===== src/rtl/omsp_spm_key_loader_if.sv =====
// Key-word stream from the key-derivation engine into the SPM key loader.
// The derivation engine is the master; the loader is the slave that
// answers with src_ready.
interface omsp_spm_key_loader_if;
    logic        src_valid;
    logic [15:0] src_data;
    logic        src_ready;

    modport master (
        output src_valid,
        output src_data,
        input  src_ready
    );

    modport slave (
        input  src_valid,
        input  src_data,
        output src_ready
    );
endinterface


===== src/rtl/omsp_spm_key_loader.sv =====
// Streams a freshly derived module key into the protected-module array one
// 16-bit word at a time. Words arrive over a valid/ready handshake and are
// re-issued one cycle later on write_key/key_in/key_idx. A load only
// proceeds while a module is selected. It reports done, or an error with a
// cause code: no module selected, source timeout, or abort/deselect.
module omsp_spm_key_loader #(
    parameter int KEY_IDX_SIZE = 3,
    parameter int KEY_WORDS    = 8,
    parameter int TIMEOUT      = 255
) (
    input  logic                    mclk,
    input  logic                    puc_rst_n,
    input  logic                    start,
    input  logic                    abort,
    input  logic                    spm_key_select_valid,
    omsp_spm_key_loader_if.slave    src,
    output logic                    write_key,
    output logic [15:0]             key_in,
    output logic [KEY_IDX_SIZE-1:0] key_idx,
    output logic                    busy,
    output logic                    done,
    output logic                    error,
    output logic [1:0]              err_code
);

    typedef enum logic [1:0] {
        S_IDLE  = 2'd0,
        S_CHECK = 2'd1,
        S_LOAD  = 2'd2,
        S_FLUSH = 2'd3
    } state_t;

    localparam logic [KEY_IDX_SIZE-1:0] LAST_IDX  = KEY_IDX_SIZE'(KEY_WORDS - 1);
    localparam logic [7:0]              IDLE_LAST = 8'(TIMEOUT - 1);

    localparam logic [1:0] ERR_NONE    = 2'b00;
    localparam logic [1:0] ERR_NOSEL   = 2'b01;
    localparam logic [1:0] ERR_TIMEOUT = 2'b10;
    localparam logic [1:0] ERR_ABORT   = 2'b11;

    state_t                  r_state;
    state_t                  w_next_state;
    logic [KEY_IDX_SIZE-1:0] r_word_cnt;
    logic [7:0]              r_idle_cnt;
    logic                    r_write_key;
    logic [15:0]             r_key_in;
    logic [KEY_IDX_SIZE-1:0] r_key_idx;
    logic                    r_done;
    logic                    r_error;
    logic [1:0]              r_err_code;

    logic                    w_src_ready;
    logic                    w_handshake;
    logic                    w_start_load;
    logic                    w_set_done;
    logic                    w_set_error;
    logic                    w_load_err;
    logic [1:0]              w_err_val;

    // State register; reset drops any load in flight straight back to IDLE.
    always_ff @(posedge mclk or negedge puc_rst_n) begin
        if (!puc_rst_n) begin
            r_state <= S_IDLE;
        end else begin
            r_state <= w_next_state;
        end
    end

    // Next state and per-cycle decisions. Deselect and abort take priority
    // over a handshake. A handshake takes priority over the idle timeout.
    always_comb begin
        w_next_state = r_state;
        w_src_ready  = 1'b0;
        w_handshake  = 1'b0;
        w_start_load = 1'b0;
        w_set_done   = 1'b0;
        w_set_error  = 1'b0;
        w_load_err   = 1'b0;
        w_err_val    = ERR_NONE;
        case (r_state)
            S_IDLE: begin
                if (start) begin
                    w_next_state = S_CHECK;
                    w_load_err   = 1'b1;
                    w_err_val    = ERR_NONE;
                end
            end
            S_CHECK: begin
                if (spm_key_select_valid) begin
                    w_next_state = S_LOAD;
                    w_start_load = 1'b1;
                end else begin
                    w_next_state = S_IDLE;
                    w_set_error  = 1'b1;
                    w_load_err   = 1'b1;
                    w_err_val    = ERR_NOSEL;
                end
            end
            S_LOAD: begin
                if (!spm_key_select_valid || abort) begin
                    w_next_state = S_IDLE;
                    w_set_error  = 1'b1;
                    w_load_err   = 1'b1;
                    w_err_val    = ERR_ABORT;
                end else begin
                    w_src_ready = 1'b1;
                    if (src.src_valid) begin
                        w_handshake = 1'b1;
                        if (r_word_cnt == LAST_IDX) begin
                            w_next_state = S_FLUSH;
                        end
                    end else if (r_idle_cnt == IDLE_LAST) begin
                        w_next_state = S_IDLE;
                        w_set_error  = 1'b1;
                        w_load_err   = 1'b1;
                        w_err_val    = ERR_TIMEOUT;
                    end
                end
            end
            S_FLUSH: begin
                w_next_state = S_IDLE;
                if (!spm_key_select_valid || abort) begin
                    w_set_error = 1'b1;
                    w_load_err  = 1'b1;
                    w_err_val   = ERR_ABORT;
                end else begin
                    w_set_done = 1'b1;
                end
            end
            default: begin
                w_next_state = S_IDLE;
            end
        endcase
    end

    // Word and idle counters. Both restart when CHECK admits a new load.
    always_ff @(posedge mclk or negedge puc_rst_n) begin
        if (!puc_rst_n) begin
            r_word_cnt <= '0;
            r_idle_cnt <= 8'd0;
        end else if (w_start_load) begin
            r_word_cnt <= '0;
            r_idle_cnt <= 8'd0;
        end else if (w_handshake) begin
            r_word_cnt <= r_word_cnt + 1'b1;
            r_idle_cnt <= 8'd0;
        end else if (r_state == S_LOAD) begin
            r_idle_cnt <= r_idle_cnt + 8'd1;
        end
    end

    // Registered key write port and status pulses. An accepted word is
    // written one cycle after its handshake.
    always_ff @(posedge mclk or negedge puc_rst_n) begin
        if (!puc_rst_n) begin
            r_write_key <= 1'b0;
            r_key_in    <= 16'h0000;
            r_key_idx   <= '0;
            r_done      <= 1'b0;
            r_error     <= 1'b0;
            r_err_code  <= ERR_NONE;
        end else begin
            r_write_key <= w_handshake;
            r_done      <= w_set_done;
            r_error     <= w_set_error;
            if (w_handshake) begin
                r_key_in  <= src.src_data;
                r_key_idx <= r_word_cnt;
            end
            if (w_load_err) begin
                r_err_code <= w_err_val;
            end
        end
    end

    assign src.src_ready = w_src_ready;
    assign write_key     = r_write_key;
    assign key_in        = r_key_in;
    assign key_idx       = r_key_idx;
    assign busy          = (r_state != S_IDLE);
    assign done          = r_done;
    assign error         = r_error;
    assign err_code      = r_err_code;

endmodule


===== src/flat_wrapper.sv =====
// flat-port wrapper written by rule: the top's interface ports become plain ports
module omsp_spm_key_loader_flat 
#(
    parameter int KEY_IDX_SIZE = 3,
    parameter int KEY_WORDS    = 8,
    parameter int TIMEOUT      = 255
)
  (mclk, puc_rst_n, start, abort, spm_key_select_valid, write_key, key_in, key_idx, busy, done, error, err_code, src_src_valid, src_src_data, src_src_ready);
  omsp_spm_key_loader_if src_i ();
  input  logic mclk;
  input  logic puc_rst_n;
  input  logic start;
  input  logic abort;
  input  logic spm_key_select_valid;
  output logic write_key;
  output logic [15:0] key_in;
  output logic [KEY_IDX_SIZE-1:0] key_idx;
  output logic busy;
  output logic done;
  output logic error;
  output logic [1:0] err_code;
  input wire logic [$bits(src_i.src_valid)-1:0] src_src_valid;
  input wire logic [$bits(src_i.src_data)-1:0] src_src_data;
  output wire logic [$bits(src_i.src_ready)-1:0] src_src_ready;
  assign src_i.src_valid = src_src_valid;
  assign src_i.src_data = src_src_data;
  assign src_src_ready = src_i.src_ready;
  omsp_spm_key_loader #(.KEY_IDX_SIZE(KEY_IDX_SIZE), .KEY_WORDS(KEY_WORDS), .TIMEOUT(TIMEOUT)) u_core (.mclk(mclk), .puc_rst_n(puc_rst_n), .start(start), .abort(abort), .spm_key_select_valid(spm_key_select_valid), .src(src_i), .write_key(write_key), .key_in(key_in), .key_idx(key_idx), .busy(busy), .done(done), .error(error), .err_code(err_code));
endmodule

===== config.mk =====
export PLATFORM = sky130hd
export DESIGN_NAME = omsp_spm_key_loader_flat
export DESIGN_NICKNAME = d
export VERILOG_FILES = /design/src/rtl/omsp_spm_key_loader_if.sv /design/src/rtl/omsp_spm_key_loader.sv /design/src/flat_wrapper.sv
export SDC_FILE = /design/constraint.sdc
export NUM_CORES = 1
export LEC_CHECK = 0
export BUFFER_PORTS_ARGS = -buffer_cell sky130_fd_sc_hd__buf_2
export CAP_MARGIN = 20
export CORE_MARGIN = 2
export CORE_UTILIZATION = 55
export DETAILED_ROUTE_END_ITERATION = 7
export PLACE_DENSITY_LB_ADDON = 0.3
export SLEW_MARGIN = 40
export SYNTH_ARGS = -nofsm -noshare
export SYNTH_HDL_FRONTEND = slang
export SYNTH_SLANG_ARGS = --single-unit

===== constraint.sdc =====
create_clock -name mclk -period 4 [get_ports mclk]
set_input_delay 0.4 -clock mclk [delete_from_list [all_inputs] [get_ports mclk]]
set_output_delay 0.4 -clock mclk [all_outputs]
set_load 0.02 [all_outputs]

# After elaboration in Yosys (flattened, before gate mapping)
# Cells that the tools add are included.
[word_totals]
word_cells = 60
register_bits = 37
in_bits = 22
output_inout_bits = 26
[op_classes]
n_addsub = 2
n_reduce_logical = 7
n_eq_ne = 8
mux = 34
[op_table]
columns = ["operator", "n"]
rows = [
  ["8-bit 2-to-1 mux", 3],
  ["2-bit 2-to-1 mux", 10],
  ["2-bit case mux with 4 select lines", 2],
  ["1-bit 2-to-1 mux", 15],
  ["8-bit by 1-bit adder with 8-bit output (second input constant)", 1],
  ["8-bit equality test (second input constant)", 1],
  ["4-bit by 2-bit inequality test with 1-bit output (second input constant)", 2],
  ["3-bit 2-to-1 mux", 2],
  ["2-bit equality test (second input constant)", 2],
  ["1-bit case mux with 4 select lines", 1],
  ["2-bit nonzero test", 2],
  ["3-bit by 1-bit adder with 3-bit output (second input constant)", 1],
  ["3-bit equality test (second input constant)", 1],
  ["1-bit case mux with 3 select lines", 1],
  ["3-bit AND reduction", 1],
  ["3-bit nonzero test", 1],
  ["2-bit by 1-bit equality test with 1-bit output (second input constant)", 1],
  ["2-bit logical NOT", 1],
  ["2-bit inequality test (second input constant)", 1],
  ["1-bit logical NOT", 1],
  ["1-bit logical OR", 1],
]

# Longest topological paths before layout
[depth]
ltp_word = 6
mapped_depth = 5
mapped_depth_nobuf = 5

# Worst setup path before layout
# Ideal clock, no wire load.
[synth_timing]
path_type = "flip-flop to flip-flop"
from = "register u_core.r_state[1]"
to = "register u_core.r_key_idx[0], in the netlist u_core.key_idx[0]"
synth_period_minus_slack_ns = 1.350
required_time_ns = 3.875
path_stages_with_launch = 5
arrival_ns = 1.225
path_buffers = 1
slack_ns = 2.650
setup_time_ns = 0.125
path_cell_list = "dfrtp_1 and4bb_2 nand2_2 clkbuf_8 mux2_2"
[synth_between]
elab_chain_cells = 2
[synth_lines]
columns = ["item", "line_no", "text"]
rows = [
  ["start, declared", "omsp_spm_key_loader.sv:41", "state_t r_state;"],
  ["start signal, assigned", "omsp_spm_key_loader.sv:65", "r_state <= w_next_state;"],
  ["2-bit equality test", "omsp_spm_key_loader.sv:80", "case (r_state)"],
  ["1-bit 2-to-1 mux", "omsp_spm_key_loader.sv:80", ""],
  ["end signal, assigned", "omsp_spm_key_loader.sv:168", "r_key_idx <= r_word_cnt;"],
  ["end, declared", "omsp_spm_key_loader.sv:47", "logic [KEY_IDX_SIZE-1:0] r_key_idx;"],
]
# Every way passes these cells.
# A chain may end at the register's enable or synchronous reset.

# Worst setup path in the final report
[layout_timing]
from = "register u_core.r_state[0]"
to = "output port src_src_ready"
[layout_between]
elab_chain_cells = 2
[layout_lines]
columns = ["item", "line_no", "text"]
rows = [
  ["2-bit equality test", "omsp_spm_key_loader.sv:80", ""],
  ["1-bit 2-to-1 mux", "omsp_spm_key_loader.sv:80", ""],
  ["end, declared", "flat_wrapper.sv:24", "output wire logic [$bits(src_i.src_ready)-1:0] src_src_ready;"],
]
# Every way passes these cells.

==> results by group <==
Yosys
  – Synth unique cells: 39
  – Mapped cell area: 1710 um^2
  – Top_reg_cell synth: dfrtp_1
  – Number of synthesized flops with an enable pin: 0
  – Average cell area after synthesis: 12.3 um^2
  – Seq/Total Area, Yosys: 54.3%
  – Yosys Warn Count: 0
  – Async set-reset flop share out of synthesis: 100%
  – Cells after Synth: 139
  – Yosys reg bits: 37
  – Syn nets: 165

Status
  – Status: finished clean

Worst setup path
  – Crit-path max FO: 14
  – Slowest-stage cell, CP: dfrtp_1
  – CP max stage delay: 520 ps
  – CP top delay family: flip-flops
  – Crit path launch type: flip-flop
  – Crit path buf inv count: 1
  – Crit Path Category: flip-flop to primary output
  – Req. time, crit path: 3600 ps
  – Critical path arrival: 1490 ps
  – Endpoint type of the worst setup path: primary output
  – Sequence of cells on the critical path: nand2b_1 > nor2_1 > buf_2

Clocking
  – CTS Sinks: 37
  – Post-cts repair resize count: 0
  – Clock latency on the worst-skew pair: 330 ps
  – H-tree levels: 2
  – Root Driver: clkbuf_4
  – CTS Buffer Depth: 2
  – Post-CTS Repair Setup Buffers: 0
  – CTS tree: built
  – CTS clk-pin slew, worst paths: 110 ps
  – # hold bufs at CTS: 0
  – CTS buffer count: 5

Floorplan
  – Placement Rows: 20
  – Die ar.: 3560 um^2
  – Core Area: 3000 um^2
  – Initial core utilization: 56.8%
  – Chip height: 59.7 um
  – Die width: 59.7 um
  – Num ports: 48

Power and ir drop
  – Lkg Pwr: 1.02 nW
  – PwrDens: 485 nW/um^2
  – Worst vdd ir: 0.000262 V

Timing
  – Relative slew slack: 69.3%
  – Final Slew Violations: 0
  – Clock skew: 5.28 ps
  – Final hold violation count: 0
  – Setup Viol. Count Final: 0
  – Slew @ Worst Pin: 461 ps
  – RSZ-0062 raised after global routing: no
  – Setup TNS Final: 0 ps
  – PnR worst setup slack: 2110 ps
  – Min cycle time layout: 1890 ps
  – Tcrit/Tclk final: 47.4%
  – Hold slack: 289 ps
  – Max Fclk: 528 MHz

GRT
  – First-pass GRT wire length: 5240 um
  – GRT Total Usage: 20.4%
  – Largest net degree at the start of global routing: 38
  – Total grt overflow: 0
  – Initial antenna violation count: 0
  – Vias in the first global route: 1152

Place
  – Post-placement worst setup slack: 2290 ps
  – Placed Cells: 214
  – GPL Wtd Cong: 0.843
  – Count of input and output buffers: 47
  – DPL Wire Length: 2420 um

Detailed routing
  – Post-Route WL: 3320 um
  – DRT Pass-1 Iters: 4
  – Via density: 5.61
  – Via Count: 1250
  – Antenna Violating Nets Remaining: 0
  – Initial DRC Count: 32
  – DRC viols: 0
  – Routed len/inst: 14.9 um

Layout
  – Final Non-Filler Cells: 223
  – Commonest non-fill, non-tap cell in the layout: buf_2
  – Sequential cell area: 926 um^2
  – P&R area growth vs syn: 16.8%
  – Share of cells above drive strength 1: 42.6%
  – Nets: 215
  – Antenna cell count: 0
  – Area of the multi-input gates: 707 um^2
  – Leading cell types in the layout, fill and taps excluded: buf_2 (46), dfrtp_1 (37), mux2_2 (19)
  – Final Util: 66.3%
  – Fill count: 242

Min path
  – Min-Delay Path Class: input pin to flip-flop

Job
  – Max-Cap Viols: 0
-- final cells by class --
type	instances	share of cell area, %
clock buffer	6	2.07
multi-input combinational	92	35.5
sequential	37	46.5
timing repair buffer	48	12.4
inverter	5	0.942
clock inverter	2	0.503
tap	33	2.07
-- registers in the layout (all words and copies together) (netlist names) --
register and cells:
u_core.error 1, u_core.done 1, u_core.r_state 2, u_core.err_code 2, u_core.key_in 16, u_core.r_word_cnt 3
u_core.r_idle_cnt 8, u_core.write_key 1, u_core.key_idx 3
-- worst reg2reg max path: stages (launching register included) --
cell and delay [ps]:
dfrtp_1 560, and4bb_2 310, nand2_2 350, mux2_2 400
-- Yosys cell counts (2+ instances only) --
library cell | n | share of area, %
dfrtp_1 | 37 | 54
mux2_2 | 19 | 13
nand2b_1 | 3 | 1.1
o21a_1 | 2 | 0.88
nand2_1 | 4 | 0.88
nor2_1 | 5 | 1.1
inv_1 | 5 | 1.1
o31ai_1 | 2 | 0.88
nand3_1 | 4 | 1.2
or3_1 | 4 | 1.5
nor2b_1 | 5 | 1.8
or3_2 | 2 | 0.88
clkbuf_8 | 2 | 1.6
ha_1 | 4 | 2.9
buf_6 | 2 | 1.3
nand4b_1 | 2 | 1.0
o21ai_0 | 7 | 2.1
a21oi_1 | 9 | 2.6
-- where the power goes --
| part | switching, mW | internal, mW | leakage, nW |
|---|---|---|---|
| Sequential | 0.0506 | 0.450 | 0.485 |
| Combinational | 0.160 | 0.121 | 0.507 |
| Clock | 0.119 | 0.0670 | 0.0320 |
-- layer usage --
metal | track usage [%] | vias to the layer above | share of wire [%]
li1 | - | 599 | -
met1 | 24.5 | 598 | 44
met4 | 7.62 | 0 | 1.4
met5 | 0 | - | 0
met2 | 34.2 | 46 | 48
met3 | 6.28 | 7 | 6.5
-- through the flow --
stage / area, um^2 / power [mW]
floorplan: 1710 / 0.688
global placement: 1930 / 0.776
detailed placement: 1930 / 0.791
CTS: 1980 / 0.975
global route: 1990 / 1.03
finish: 1990 / 0.967
-- path summary, 6_finish.rpt --
check | end | slack, ps | cells after the start | start
min in group asynchronous | u_core.key_in[4]$_DFFE_PN0P_ | 550 | 2 | puc_rst_n
max in group asynchronous | u_core.r_idle_cnt[7]$_DFFE_PN0P_ | 3120 | 2 | puc_rst_n
hold / removal | u_core.key_in[6]$_DFFE_PN0P_ | 290 | 2 | src_src_data[6]
hold reg to reg | u_core.key_in[15]$_DFFE_PN0P_ | 510 | 1 | u_core.key_in[15]$_DFFE_PN0P_
setup / recovery | src_src_ready | 2110 | 3 | u_core.r_state[0]$_DFFE_PN0P_
setup reg to reg | u_core.key_in[5]$_DFFE_PN0P_ | 2260 | 3 | u_core.r_state[0]$_DFFE_PN0P_
-- kinds of logic (layout without fill, tap and decap cells) --
logic type	count (synthesis)	count (layout)	synth area share, %
xor gates and xnor gates	2	2	1.03
and+or+nand+nor	41	41	15.3
buffers and inverters	10	61	4.26
muxes	19	19	12.5
adders and majority gates	4	4	2.93
AOI/OAI and AO/OA	26	26	9.68
DFF	37	37	54.3
Power figures use the tool's default switching activity.
